### src/rtl/mux_n_1_reg.sv
// N:1 operand selector with fixed or round-robin grant and a single-entry
// registered valid/ready output stage that holds data under back-pressure.
module mux_n_1_reg #(
  parameter int WIDTH_OP = 5,
  parameter int N_CH     = 4,
  localparam int SEL_W   = $clog2(N_CH)
) (
  input  logic                     i_clk,
  input  logic                     i_rst,
  input  logic [N_CH*WIDTH_OP-1:0] i_data,
  input  logic [N_CH-1:0]          i_valid,
  output logic [N_CH-1:0]          o_ready,
  input  logic [SEL_W-1:0]         i_sel,
  input  logic                     i_mode,
  output logic [WIDTH_OP-1:0]      o_out_Mux,
  output logic [SEL_W-1:0]         o_ch,
  output logic                     o_valid,
  input  logic                     i_ready,
  output logic [SEL_W-1:0]         o_rr_ptr
);

  // Handshake: an input channel k transfers on a clock edge where
  // i_valid[k] & o_ready[k]; the output transfers where o_valid & i_ready.
  // A channel that raised valid may not depend on ready to keep it.

  localparam int IW = SEL_W + 1;
  localparam logic [IW-1:0]    N_CH_I = IW'(N_CH);
  localparam logic [SEL_W-1:0] LAST   = SEL_W'(N_CH - 1);

  logic [WIDTH_OP-1:0] chan [N_CH];
  logic [SEL_W-1:0]    ptr;
  logic [SEL_W-1:0]    rr_gnt;
  logic [IW-1:0]       rr_idx;
  logic                rr_found;
  logic                sel_ok;
  logic                fix_valid;
  logic                can_acc;
  logic [SEL_W-1:0]    gnt;
  logic                gnt_vld;
  logic                xfer_in;
  logic [WIDTH_OP-1:0] gnt_data;

  always_comb begin
    for (int k = 0; k < N_CH; k++) begin
      chan[k] = i_data[k*WIDTH_OP +: WIDTH_OP];
    end
  end

  // Round-robin search starting at ptr, wrapping modulo N_CH.
  always_comb begin
    rr_found = 1'b0;
    rr_gnt   = '0;
    rr_idx   = '0;
    for (int i = 0; i < N_CH; i++) begin
      rr_idx = {1'b0, ptr} + IW'(i);
      if (rr_idx >= N_CH_I) rr_idx = rr_idx - N_CH_I;
      for (int k = 0; k < N_CH; k++) begin
        if (!rr_found && rr_idx == IW'(k) && i_valid[k]) begin
          rr_found = 1'b1;
          rr_gnt   = SEL_W'(k);
        end
      end
    end
  end

  always_comb begin
    sel_ok    = ({1'b0, i_sel} < N_CH_I);
    can_acc   = !o_valid || i_ready;
    fix_valid = 1'b0;
    for (int k = 0; k < N_CH; k++) begin
      if (i_sel == SEL_W'(k)) fix_valid = i_valid[k];
    end
    if (i_mode) begin
      gnt     = rr_gnt;
      gnt_vld = rr_found;
    end else begin
      gnt     = i_sel;
      gnt_vld = sel_ok && fix_valid;
    end
    xfer_in  = !i_rst && can_acc && gnt_vld;
    gnt_data = '0;
    o_ready  = '0;
    for (int k = 0; k < N_CH; k++) begin
      if (gnt == SEL_W'(k)) gnt_data = chan[k];
      // Fixed mode offers ready on the selected channel even when it is idle.
      if (i_mode) o_ready[k] = !i_rst && can_acc && rr_found && (rr_gnt == SEL_W'(k));
      else        o_ready[k] = !i_rst && can_acc && sel_ok && (i_sel == SEL_W'(k));
    end
  end

  always_ff @(posedge i_clk) begin
    if (i_rst) begin
      o_valid   <= 1'b0;
      o_out_Mux <= '0;
      o_ch      <= '0;
      ptr       <= '0;
    end else if (xfer_in) begin
      o_valid   <= 1'b1;
      o_out_Mux <= gnt_data;
      o_ch      <= gnt;
      if (i_mode) ptr <= (gnt == LAST) ? '0 : gnt + SEL_W'(1);
    end else if (i_ready) begin
      o_valid <= 1'b0;
    end
  end

  assign o_rr_ptr = ptr;

endmodule

### config.mk
export PLATFORM = sky130hd
export DESIGN_NAME = mux_n_1_reg
export DESIGN_NICKNAME = d
export VERILOG_FILES = /design/src/rtl/mux_n_1_reg.sv
export SDC_FILE = /design/constraint.sdc
export NUM_CORES = 1
export LEC_CHECK = 0
export CORE_AREA = 2 2 61 49
export DETAILED_ROUTE_END_ITERATION = 12
export DIE_AREA = 0 0 63 51
export GPL_ROUTABILITY_DRIVEN = 0
export HOLD_SLACK_MARGIN = 0.12
export PLACE_DENSITY_LB_ADDON = 0.1
export SLEW_MARGIN = 25
export SYNTH_ARGS = -nofsm -noshare
export SYNTH_HDL_FRONTEND = slang
export SYNTH_SLANG_ARGS = --single-unit
### constraint.sdc
create_clock -name i_clk -period 3 [get_ports i_clk]
set_input_delay 0.9 -clock i_clk [delete_from_list [all_inputs] [get_ports i_clk]]
set_output_delay 0.9 -clock i_clk [all_outputs]
set_load 0.1 [all_outputs]
==> metrics <==
Worst Hold Path Cells=2; Wirelength per Cell=13.2 um; Fmax=0.336 GHz; WHS Endpoint=o_out_Mux[2]; pins over their slew limit=0; Slowest-stage cell, CP=o41ai_4; type of the worst setup path=in -> out; 1st-pass router iterations=4; first-pass GRT wire length=4440 um; Final Hold Viols=0; DIE HEIGHT=51 um; Worst EP arrival=2.08 ns; area of the multi-input gates=742 um^2; number of global-route vias before repair=988; register area share after synthesis=23.0%; final instance area=1740 um^2; largest net degree at the start of global routing=13; Via density=4.91; r2r endpoint=o_out_Mux[0]; detailed-route via count=1,051; starting DRC count in detailed routing=47; Placeable Area=2700 um^2; CTS tree=built; worst endpoint required time=2.10 ns; Pwr Total=674 uW; initial antenna violation count=0; GR Overflow Total=0; Die Width=63 um; DRT Wirelength=2820 um; DR DRC count=0; Leakage=0.728 nW; Mapped Cells=103; most frequent cells in the layout=39 x buf_4, 21 x clkdlybuf4s50_1, 11 x a21oi_1; port buffer count=43; Nets=211; Avg Cell Area, Syn=8.45 um^2; Reg area=205 um^2; Detail Route Antenna Nets=0; Slew HR=74.3%; Initial Util=32.2%; placed cell areas=1640 um^2; Tot GR Track Use=17.8%; Ys Warns=0; type of the worst min-delay path=reg -> reg; Sinks on Clock Net=10; final setup violating endpoints=0; post-DP HPWL=2150 um; Tightest Pin Transition=0.384 ns; CTS root buffer=clkbuf_4; H-tree depth=1; worst vdd ir=234 uV; Worst setup SP type=input pin; Critical Path Fanout Max=4; CP top delay family=compound AO/OA/AOI/OAI gates; min Tclk post-route=2.98 ns; RSZ-0062 raised after global routing=yes; clock transition at the registers of the reported paths=0.07 ns; CP bufs+invs=4; DP Cell Count=206; Hold Worst Slack=0.520 ns; reg2reg start=o_rr_ptr[1]; worst skew pair latency=0.27 ns; Layout Utilization=64.5%; Area Overhead vs Synth=100%; I/O pin total=44; period utilisation layout=99.2%; share of layout cells above drive strength 1=49.4%; die area=3210 um^2; most frequent CP cell=buf_6; status=finished clean; max-cap violations=0; Critical Path Sink Type=output port; Seq cells post-synth=10; Cell Chain, Critical Path=buf_6 > buf_6 > o41ai_4 > buf_4 > o32a_4 > nor2_4 > buf_12; Rows=17; pwr/cell area=387 nW/um^2; non-filler cells, final=214; Worst R2R Path Depth=11; slowest stage delay, CP=0.41 ns; R2R Setup Slk=0.61 ns; Mapped Area=871 um^2; post-synthesis cell type count=34; Num CTS Buffers=3; clk buf depth=2; most common cell after layout, fill and taps aside=buf_4; Antenna Cells=0; # hold bufs at CTS=0; Hold Crit Start=o_out_Mux[2]; Clock Skew=0.00249 ns; number of fillers in the final layout=237; syn nets=137
[worst max path at each step]
stage | depth (start not counted) | end | slack, ns | start
after global placement | 7 | o_ready[0] | -0.51 | i_valid[0]
after floorplan | 5 | o_ready[2] | -0.01 | i_ready
final | 7 | o_ready[0] | 0.02 | i_valid[1]
after CTS | 5 | o_ready[3] | 0.007 | i_sel[0]
after detailed placement | 7 | o_ready[0] | -0.54 | i_valid[0]
after global routing | 8 | o_ready[2] | -0.03 | i_valid[0]
[Yosys cell counts, drive strengths merged]
library cell	instances	area, um^2
a21oi	13	65.1
o221a	1	20.0
a21boi	1	7.51
nor2b	5	31.3
clkbuf	4	16.3
inv	7	26.3
o41ai	1	27.5
o2bb2a	1	10.0
o32ai	2	25.0
dfxtp	10	200
a21o	1	7.51
or2	2	12.5
nand2b	4	25.0
nor3	6	30.0
a221oi	4	35.0
o32a	1	11.3
nand2	2	7.51
o21ai	4	20.0
ha	4	50.1
nand3	1	5.00
a211oi	8	90.1
a22oi	1	7.51
nor2	13	66.3
mux2i	3	30.0
o31ai	1	7.51
and3	1	7.51
o2111ai	1	8.76
buf	1	20.0
[cell families (layout without fill, tap and decap cells)]
logic type	Yosys count	after routing	synth area share [%]
buffers and inverters	12	85	7.18
muxes	3	3	3.45
adders and majority gates	4	4	5.75
DFF	10	10	23.0
and+or+nand+nor	34	34	21.3
AOI/OAI and AO/OA	40	40	39.4
[metrics by stage]
step | worst slack (ns) | TNS, ns
final | 0.0237 | 0
after global routing | -0.0255 | -0.0442
after CTS | 0.00672 | 0
after detailed placement | -0.543 | -4.31
after global placement | -0.511 | -3.84
after floorplan | -0.0113 | -0.0113
[worst register-to-register path, cell delays in order, from the launching register on]
cell      delay, ns
dfxtp_4        0.40
nand2b_1       0.17
a21oi_4        0.08
buf_4          0.13
o32ai_2        0.27
inv_1          0.12
ha_1           0.21
nor2b_1        0.17
a221oi_1       0.30
nor3_1         0.09
a21oi_1        0.20
a211oi_2       0.10
[flip-flops by register name (all words and copies together) (netlist names)]
| signal | count |
|---|---|
| o_out_Mux | 5 |
| o_valid | 1 |
| o_rr_ptr | 2 |
| o_ch | 2 |
[per-layer routing]
metal  wire (um)  track usage [%]  share of wire [%]
met5           0                0                  0
met4          20             4.44               0.71
met3         141             5.07                5.0
met2        1350             29.1                 48
met1        1320             23.1                 47
[repair_timing]
action                                  4_1_cts  5_1_grt
setup buffers                                 3        1
endpoints found under the hold margin         0        0
endpoints found under the setup margin        9        2
pin swaps                                    12        3
gates resized for setup                      35        6
[where the power goes]
part	switching, mW	total, mW	internal (mW)
Sequential	0.0117	0.157	0.146
Combinational	0.231	0.390	0.159
Clock	0.0524	0.126	0.0738
[final cells by class]
cell class	count	share of cell area [%]
multi-input cells	81	42.6
repair buffers	74	39.3
flip-flops and latches	10	11.8
well taps	38	2.73
clock buffers	4	2.08
inverters	7	1.51
(Power assumes the default switching activity.)
